## config.mk

```make
export PLATFORM = sky130hd
export DESIGN_NAME = if_id_buf
export DESIGN_NICKNAME = d
export VERILOG_FILES = /design/src/rtl/if_id_buf.sv
export SDC_FILE = /design/constraint.sdc
export NUM_CORES = 1
export LEC_CHECK = 0
export BUFFER_PORTS_ARGS = -buffer_cell sky130_fd_sc_hd__buf_4
export CORE_MARGIN = 5
export CORE_UTILIZATION = 45
export DETAILED_ROUTE_END_ITERATION = 16
export GPL_ROUTABILITY_DRIVEN = 1
export GPL_TIMING_DRIVEN = 0
export HOLD_SLACK_MARGIN = 0.15
export PLACE_DENSITY_LB_ADDON = 0.3
export SETUP_SLACK_MARGIN = 0.5
export SLEW_MARGIN = 20
export SYNTH_ARGS = -nofsm -noshare
export SYNTH_HDL_FRONTEND = slang
export SYNTH_SLANG_ARGS = --single-unit
```

## constraint.sdc

```tcl
create_clock -name clk -period 7.4 [get_ports clk]
set_input_delay 0.74 -clock clk [delete_from_list [all_inputs] [get_ports clk]]
set_output_delay 0.74 -clock clk [all_outputs]
set_load 0.01 [all_outputs]
```

## src/rtl/if_id_buf.sv

```systemverilog
`default_nettype none
// ============================================================================
// Module   : if_id_buf
// Brief    : Circular FIFO between fetch and decode. It buffers
//            {instruction, address} pairs and flushes on a redirect.
// Revision : 1.0 - initial release
// ============================================================================
module if_id_buf #(
    parameter int DEPTH           = 2,
    parameter int INST_DATA_WIDTH = 32,
    parameter int INST_ADDR_WIDTH = 32
) (
    input  logic                       clk,
    input  logic                       rst,
    input  logic [INST_DATA_WIDTH-1:0] inst_i,
    input  logic [INST_ADDR_WIDTH-1:0] inst_addr_i,
    input  logic                       inst_valid_i,
    output logic                       inst_ready_o,
    input  logic                       jump_flag_i,
    input  logic                       hold_flag_i,
    output logic [INST_DATA_WIDTH-1:0] inst_o,
    output logic [INST_ADDR_WIDTH-1:0] inst_addr_o,
    output logic                       inst_valid_o,
    output logic [$clog2(DEPTH):0]     count_o
);

    localparam int                         c_PTR_W = $clog2(DEPTH);
    localparam logic [c_PTR_W:0]           c_FULL  = (c_PTR_W + 1)'(DEPTH);
    localparam logic [c_PTR_W-1:0]         c_LAST  = c_PTR_W'(DEPTH - 1);
    localparam logic [INST_DATA_WIDTH-1:0] c_NOP   = INST_DATA_WIDTH'(32'h0000_0013);

    logic [INST_DATA_WIDTH-1:0] r_inst_mem [DEPTH];
    logic [INST_ADDR_WIDTH-1:0] r_addr_mem [DEPTH];
    logic [c_PTR_W-1:0]         r_wptr;
    logic [c_PTR_W-1:0]         r_rptr;
    logic [c_PTR_W:0]           r_count;

    logic w_ready;
    logic w_valid;
    logic w_push;
    logic w_pop;

    // Ready comes from the occupancy register alone, so fetch never sees a
    // combinational path from decode's hold or the same-cycle pop.
    assign w_ready = (r_count != c_FULL);
    assign w_valid = (r_count != '0) && !jump_flag_i;
    assign w_push  = inst_valid_i && w_ready && !jump_flag_i;
    assign w_pop   = w_valid && !hold_flag_i;

    always_ff @(posedge clk) begin
        if (rst || jump_flag_i) begin
            r_wptr  <= '0;
            r_rptr  <= '0;
            r_count <= '0;
        end else begin
            if (w_push) begin
                r_wptr <= (r_wptr == c_LAST) ? '0 : r_wptr + 1'b1;
            end
            if (w_pop) begin
                r_rptr <= (r_rptr == c_LAST) ? '0 : r_rptr + 1'b1;
            end
            case ({w_push, w_pop})
                2'b10:   r_count <= r_count + 1'b1;
                2'b01:   r_count <= r_count - 1'b1;
                default: r_count <= r_count;
            endcase
        end
    end

    // Storage is not reset; the pointers and count alone define liveness.
    always_ff @(posedge clk) begin
        if (w_push) begin
            r_inst_mem[r_wptr] <= inst_i;
            r_addr_mem[r_wptr] <= inst_addr_i;
        end
    end

    assign inst_ready_o = w_ready;
    assign inst_valid_o = w_valid;
    assign count_o      = r_count;
    assign inst_o       = w_valid ? r_inst_mem[r_rptr] : c_NOP;
    assign inst_addr_o  = w_valid ? r_addr_mem[r_rptr] : '0;

endmodule
`default_nettype wire

```

# Word level (Yosys, flattened, before mapping)
# Memories as Yosys holds them, arrays and structs flattened. A register that Yosys moved wholly into a read port is not among the register bits.
# Cells that the tools add are included.
word_totals:
  elab_cells: 32
  input_bits: 69
  register_bits: 4
  memories: 2
  mem_bits_rw: 128
op_classes:
  muxes: 11
  n_addsub: 4
  eq_ne: 3
  reduce_logical: 9
memory_table:
  columns: ["name", "words", "width", "read_ports", "rd_clocked_by_memory_dff", "write_ports", "line", "text"]
  rows:
  - ["r_addr_mem", 2, 32, 1, 1, 1, "33", "logic [INST_ADDR_WIDTH-1:0] r_addr_mem [DEPTH];"]
  - ["r_inst_mem", 2, 32, 1, 1, 1, "32", "logic [INST_DATA_WIDTH-1:0] r_inst_mem [DEPTH];"]
ops:
  columns: ["op", "count"]
  rows:
  - ["$mux 32", 2]
  - ["$mux 1", 8]
  - ["$logic_and 1x1->1", 4]
  - ["$pmux 2 s2", 1]
  - ["$reduce_bool 2->1", 2]
  - ["$add 1x1->1 const B", 2]
  - ["$add 2x1->2 const B", 1]
  - ["$eq 2x1->1 const B", 1]
  - ["$eq 2x2->1 const B", 1]
  - ["$logic_not 1->1", 2]
  - ["$ne 2x2->1 const B", 1]
  - ["$sub 2x1->2 const B", 1]
  - ["$logic_or 1x1->1", 1]

# Logic depth before layout (Yosys ltp)
# Gate-level depths: netlist (run 1).
logic_depth:
  depth_word: 5
  mapped_depth: 9

# Worst setup path before layout (run 1)
# No wires, ideal clock.
synth_timing:
  kind: "input to register"
  startpoint: "input port jump_flag_i"
  endpoint: "memory r_addr_mem[0][0], enable pin"
  arrival_ps: 3619
  setup_slack_ps: 3295
  required_ps: 6914
  cell_stages: 2
  setup_ps: 486
  cell_sequence: "nand3b_1 > nor2_1"
synth_between:
  elab_chain_len: 4
synth_rtl:
  columns: ["item", "line", "text"]
  rows:
  - ["start, declared", "19", "input logic jump_flag_i,"]
  - ["$logic_not 1->1", "47", "assign w_push = inst_valid_i && w_ready && !jump_flag_i;"]
  - ["$logic_and 1x1->1", "47", null]
  - ["$mux 1", "72", "if (w_push) begin"]
  - ["$mux 1 (implied by the code)", "74", "r_addr_mem[r_wptr] <= inst_addr_i;"]
  - ["end, declared", "33", null]
# No other way between the ends.

# Worst setup path after layout (run 1)
layout_timing:
  startpoint: "register r_count[0] (netlist: count_o[0])"
  endpoint: "output port inst_o[15]"
layout_between:
  elab_chain_len: 3
layout_rtl:
  columns: ["item", "line", "text"]
  rows:
  - ["start, declared", "36", "logic [c_PTR_W:0] r_count;"]
  - ["start signal, assigned", "63", "2'b10: r_count <= r_count + 1'b1;"]
  - ["start signal, assigned", "64", "2'b01: r_count <= r_count - 1'b1;"]
  - ["start signal, assigned", "65", "default: r_count <= r_count;"]
  - ["$reduce_bool 2->1", "46", "assign w_valid = (r_count != '0) && !jump_flag_i;"]
  - ["$logic_and 1x1->1", "46", null]
  - ["$mux 32", "81", "assign inst_o = w_valid ? r_inst_mem[r_rptr] : c_NOP;"]
  - ["end, declared", "21", "output logic [INST_DATA_WIDTH-1:0] inst_o,"]
# No other way between the ends.

==> flow_metrics.py, run 1 <==
metrics = {
    "timing": {
        "period_minus_slack_ns": 2.494,
        "layout_setup_ws_ns": 4.906,
        "slew_violations": 0,
        "fmax_mhz": 400.9,
        "finalSetupViolCount": 0,
        "rsz0062_at_grt": "no",
        "setup_tns_ns": 0,
        "max_slew_margin_pct": 60.53,
        "finalClockSkew_ns": 0.005212,
        "hold_viol": 0,
        "fin_crit_sh_pct": 33.71,
        "tightest_slew_ns": 0.5907,
    },
    "setup_path": {
        "cp_max_fo": 10,
        "rr_worst_depth": 8,
        "r2r_end": "count_o[1]",
        "rrSetupSlack_ns": 5.42,
        "cp_data_required_time_ns": 6.66,
        "critPathLaunch": "count_o[0]",
        "startpoint_type": "flip-flop",
        "crit_path_end": "inst_o[15]",
        "crit_path_end_kind": "output port",
        "r2r_start": "count_o[0]",
        "crit_type": "flip-flop to output port",
        "cp.arrival_ns": 1.75,
    },
    "clock_network": {
        "post-cts-setup-buffer-count": 0,
        "clockRootBuffer": "clkbuf_16",
        "clk_latency_ns": 0.40,
        "clk_pin_slew_ns": 0.05,
        "cts_hold_buf": 0,
        "numCtsBuffers": 17,
        "cts_tree": "done",
        "cts.sinks": 133,
        "post_cts_resized": 0,
        "h-tree-depth": 4,
        "cts_buffer_depth": 2,
    },
    "floorplanning": {
        "die_w_um": 116.2,
        "fp.dieH_um": 116.2,
        "num_rows": 38,
        "io_pins": 137,
        "die_area_sq_um": 13510,
        "core_sq_um": 10940,
        "initial_core_util_pct": 46.44,
    },
    "yosys": {
        "ys_types": 21,
        "synth_common_cells": "edfxtp_1, nor2_1, mux2i_1",
        "syn_area_sq_um": 5079,
        "yosys_warnings": 0,
        "synth-edff-count": 128,
        "yosys.area.top_type_share_pct": 75.68,
        "syn_inst": 299,
        "synth_nets": 369,
        "avgSynthCellArea_sq_um": 16.99,
        "yosysSeqAreaShare_pct": 77.65,
        "yosysTopAreaCell": "edfxtp_1",
        "yosysMostFrequentCell": "edfxtp_1",
        "dominantRegCellSynth": "edfxtp_1",
        "synth_async_sr_flop_share_pct": 0,
        "ys_ff_latch": 133,
        "synth_area_leaders": "edfxtp_1, mux2i_1, nor2_1",
    },
    "global_route": {
        "antenna_found_initial": 0,
        "grt_util_all_layers_pct": 14.81,
        "grt_pass1_vias": 3060,
        "grt_max_degree": 28,
        "grt_pass1_wl_um": 14900,
        "grt_overflow": 0,
    },
    "layout": {
        "antenna_cells": 0,
        "nFillCells": 827,
        "fin_nets": 528,
        "drive_above_1_share_pct": 38.81,
        "syn_to_final_growth_pct": 35.72,
        "instances_no_fill": 609,
        "finalInstanceArea_sq_um": 6893,
    },
    "route": {
        "vias": 2918,
        "wl_per_cell_um": 15.82,
        "drtAntennaViolNets": 0,
        "drt_iter0_drc": 62,
        "wirelength_um": 9637,
        "routed_via_density": 4.791,
        "drc": 0,
        "first_pass_iters": 4,
    },
    "placed_design": {
        "placedCellCount": 579,
        "placed_cell_area_sq_um": 6370,
        "gp_congestion": 0.7445,
        "port_buffers": 136,
        "pre_cts_ws_ns": 4.951,
        "dp_hpwl_um": 6609,
    },
    "pwr": {
        "ir_drop_v": 0.0001286,
        "power_leakage_nw": 2.523,
        "power_density_nw_per_um2": 242.9,
    },
    "min_path": {
        "hold_path_class": "input pin to flip-flop",
    },
    "outcome": {
        "status": "completed",
    },
    "job": {
        "cap_violations": 0,
    },
}
==> how the worst min path moves through the flow <==
stage / from / endpoint / cells after the start
finish: inst_addr_i[19] / r_addr_mem[0][19] / 1
global route: inst_addr_i[16] / r_addr_mem[0][16] / 1
CTS: inst_addr_i[19] / r_addr_mem[0][19] / 1
detailed placement: r_rptr / flip-flop / 2
global placement: r_rptr / flip-flop / 2
floorplan: r_rptr / flip-flop / 2
==> through the flow <==
stage | total power (W) | utilization (%) | hold WS [ns]
final | 0.001674 | 63.03 | 0.5193
after global routing | 0.001735 | 63.03 | 0.5030
after CTS | 0.001693 | 63.03 | 0.5019
after detailed placement | 0.0009593 | 58.25 | 0.5199
after global placement | 0.0009545 | 57.38 | 0.4923
after floorplan | 0.0009050 | - | 0.4783
==> flip-flops by register name, summed over array words and instances (netlist names), named ones only <==
register,cells
r_rptr,1
count_o,2
r_inst_mem,64
r_addr_mem,64
r_wptr,1
==> critical path: stages, from the launching register on <==
cell	delay, ns
dfxtp_1	0.41
nor2_1	0.08
or2_1	0.23
buf_6	0.16
buf_6	0.14
nor2_1	0.17
buf_4	0.15
==> cells by family after synthesis <==
group	count (synthesis)	synth area share, %
compound gates	7	0.7392
buf+inv	16	2.439
simple gates	76	5.962
fa+ha+maj	1	0.2463
mux	64	12.61
flops	133	77.65
xor+xnor	2	0.3450
==> routing by layer <==
layer  vias to the layer above  share of wire, %  GRT usage [%]
met4                         0               1.7          6.961
met1                      1382                40          17.27
met2                       100                49          24.10
li1                       1422                 -              -
met3                        14               9.0          5.803
met5                         -                 0              0
==> placed cells by master (no fill, tap or decap), drive strengths merged <==
cell type	Yosys	final
a21o	1	1
a21oi	4	4
buf	14	154
bufinv	0	1
clkbuf	0	20
clkinv	0	5
clkinvlp	0	4
dfxtp	5	5
edfxtp	128	128
ha	1	1
inv	2	2
mux2i	64	64
nand2	3	3
nand2b	1	1
nand3	1	1
nand3b	1	1
nor2	66	66
o21ai	2	2
or2	2	2
or3	2	2
xnor2	1	1
xor2	1	1
==> area by class of cell <==
| cell class | instances | area [sq um] | area share (%) |
|---|---|---|---|
| Sequential cell | 133 | 3944 | 57.22 |
| Buffer | 14 | 116.4 | 1.688 |
| Clock inverter | 10 | 86.33 | 1.252 |
| Timing Repair Buffer | 140 | 1101 | 15.97 |
| Clock buffer | 20 | 436.7 | 6.335 |
| Tap cell | 140 | 175.2 | 2.541 |
| Multi-Input combinational cell | 150 | 1026 | 14.88 |
| Inverter | 2 | 7.507 | 0.1089 |
==> power by group <==
| group | switching, W | internal [W] | total (W) |
|---|---|---|---|
| Combinational | 0.0000412 | 0.0000461 | 0.0000873 |
| Clock | 0.000278 | 0.000453 | 0.000731 |
| Sequential | 0.00000512 | 0.000851 | 0.000856 |
| Total | 0.000324 | 0.00135 | 0.00167 |
No activity file was read; power rests on OpenSTA's default activity.
==> inputs of run 2 (changes only) <==
- clock period: 7.4 -> 2.2 ns (I/O delays scaled with it)
==> run 2 against run 1 <==
  * First-iteration DRC count grew 98%
  * Via count rose by 17%
  * Global-route usage is 3.2 points higher
  * Sequential cell count did not move
  * Sequential power rose to 3.4 times the previous value
  * Final area grew 20%
  * Critical path type is now flip-flop to flip-flop
  * Largest cell class unchanged
  * Highest routed layer unchanged
==> flow_metrics.py, run 2 (synthesized netlist as in run 1, its figures left out) <==
metrics = {
    "min_path": {
        "hold_path_class": "input pin to flip-flop",
    },
    "route": {
        "drc": 0,
        "routed_via_density": 4.877,
        "vias": 3409,
        "first_pass_iters": 4,
        "drt_iter0_drc": 123,
        "drtAntennaViolNets": 0,
        "wl_per_cell_um": 17.63,
        "wirelength_um": 12330,
    },
    "pwr": {
        "p_total_w": 0.005982,
        "power_density_nw_per_um2": 721.5,
        "power_leakage_nw": 3.039,
        "ir_drop_v": 0.0005024,
    },
    "layout": {
        "final_cell_mix": "buf_4, edfxtp_1, dlygate4sd3_1",
        "antenna_cells": 0,
        "drive_above_1_share_pct": 47.94,
        "fin_nets": 616,
        "final_common_cell": "buf_4",
        "finalInstanceArea_sq_um": 8292,
        "syn_to_final_growth_pct": 63.27,
    },
    "setup_path": {
        "rr_worst_depth": 8,
        "r2r_start": "count_o[0]",
        "crit_path_end": "count_o[1]",
        "cp_data_required_time_ns": 2.53,
        "cp_max_fo": 10,
        "crit_path_end_kind": "flip-flop",
        "critPathLaunch": "count_o[0]",
        "worst_path_max_delay_cell": "or3_1",
        "crit_type": "flip-flop to flip-flop",
        "path_cells": "nor2_4 > or2_4 > buf_12 > buf_8 > nor2_2 > ha_1 > or3_1 > a21oi_2",
        "startpoint_type": "flip-flop",
        "rrSetupSlack_ns": 0.31,
        "critPathMaxStageDelay_ns": 0.37,
        "r2r_end": "count_o[1]",
        "cp.arrival_ns": 2.22,
    },
    "clock_network": {
        "clk_pin_slew_ns": 0.05,
        "clk_latency_ns": 0.41,
        "cts_buffer_depth": 2,
        "clockRootBuffer": "clkbuf_16",
        "cts.sinks": 133,
        "h-tree-depth": 4,
        "numCtsBuffers": 17,
        "cts_tree": "done",
    },
    "timing": {
        "slew_violations": 0,
        "rsz0062_at_grt": "yes",
        "layout_setup_ws_ns": 0.3100,
        "period_minus_slack_ns": 1.890,
        "max_slew_margin_pct": 79.14,
        "finalSetupViolCount": 0,
        "fin_hold_ws_ns": 0.4793,
        "finalClockSkew_ns": 0.006743,
        "tightest_slew_ns": 0.3042,
        "fmax_mhz": 529.1,
        "fin_crit_sh_pct": 85.91,
        "hold_viol": 0,
        "setup_tns_ns": 0,
    },
    "floorplanning": {
        "die_w_um": 116.2,
        "num_rows": 38,
        "initial_core_util_pct": 46.44,
        "fp.dieH_um": 116.2,
        "die_area_sq_um": 13510,
        "core_sq_um": 10940,
        "io_pins": 137,
    },
    "global_route": {
        "antenna_found_initial": 0,
        "grt_util_all_layers_pct": 17.99,
        "grt_pass1_vias": 3655,
        "grt_overflow": 0,
        "grt_max_degree": 27,
        "grt_pass1_wl_um": 18150,
    },
    "placed_design": {
        "port_buffers": 136,
        "gp_congestion": 0.7559,
        "placed_cell_area_sq_um": 6402,
        "dp_hpwl_um": 7001,
        "pre_cts_ws_ns": 0.2679,
    },
    "job": {
        "cap_violations": 0,
    },
    "outcome": {
        "status": "completed",
    },
}
run 2: worst min path at each step:
stage	from	endpoint	slack [ns]	cells past startpoint
after floorplan	inst_addr_i[0]	r_addr_mem[0][0]	0.32	0
after global placement	inst_i[0]	r_inst_mem[1][0]	0.40	1
after detailed placement	inst_i[0]	r_inst_mem[0][0]	0.41	1
after CTS	jump_flag_i	r_inst_mem[1][31]	0.51	4
after global routing	jump_flag_i	count_o[1]	0.49	5
final	jump_flag_i	count_o[1]	0.48	5
run 2: cell type report:
type | instances | area [sq um]
buffer | 14 | 197.7
fill | 629 | 2644
clock inverter | 12 | 112.6
tap | 140 | 175.2
timing repair buffer | 228 | 2088
sequential | 133 | 3955
multi-input combinational | 150 | 1316
inverter | 2 | 10.01
clock buffer | 20 | 436.7
run 2: routing by layer:
layer | vias to the layer above | track usage (%) | part of all wire, %
met1 | 1657 | 21.07 | 38
met2 | 123 | 31.46 | 53
li1 | 1606 | - | -
met3 | 23 | 5.233 | 6.6
met5 | - | 0 | 0
met4 | 0 | 6.574 | 1.7
run 2: timing repair:
action | in CTS | in global routing
pin swaps | 4 | 5
gates resized for setup | 54 | 64
cloned | 0 | 3
setup endpoints to repair | 181 | 104
hold buffers | 69 | 0
hold endpoints to repair | 133 | 0
setup buffers | 11 | 5
run 2: metrics by stage:
stage / util (%) / cells
after floorplan: - / 299
after global placement: 57.68 / 575
after detailed placement: 58.55 / 579
after CTS: 72.60 / 691
after global routing: 75.82 / 699
final: 75.82 / 699
run 2: worst max-delay path, delay by kind of cell (launching register included):
kind,cells,cell delay [ns]
adder cells (fa/ha/maj),1,0.27
AND/OR/NAND/NOR,4,0.77
AO/OA/AOI/OAI,1,0.12
buffers and inverters,2,0.29
flip-flops,1,0.35
run 2: where the power goes:
| part | internal [W] | switching, W | total, W |
|---|---|---|---|
| sequential | 0.00286 | 0.0000228 | 0.00288 |
| combinational | 0.000280 | 0.000201 | 0.000481 |
| clock | 0.00164 | 0.000977 | 0.00262 |
| total | 0.00478 | 0.00120 | 0.00598 |
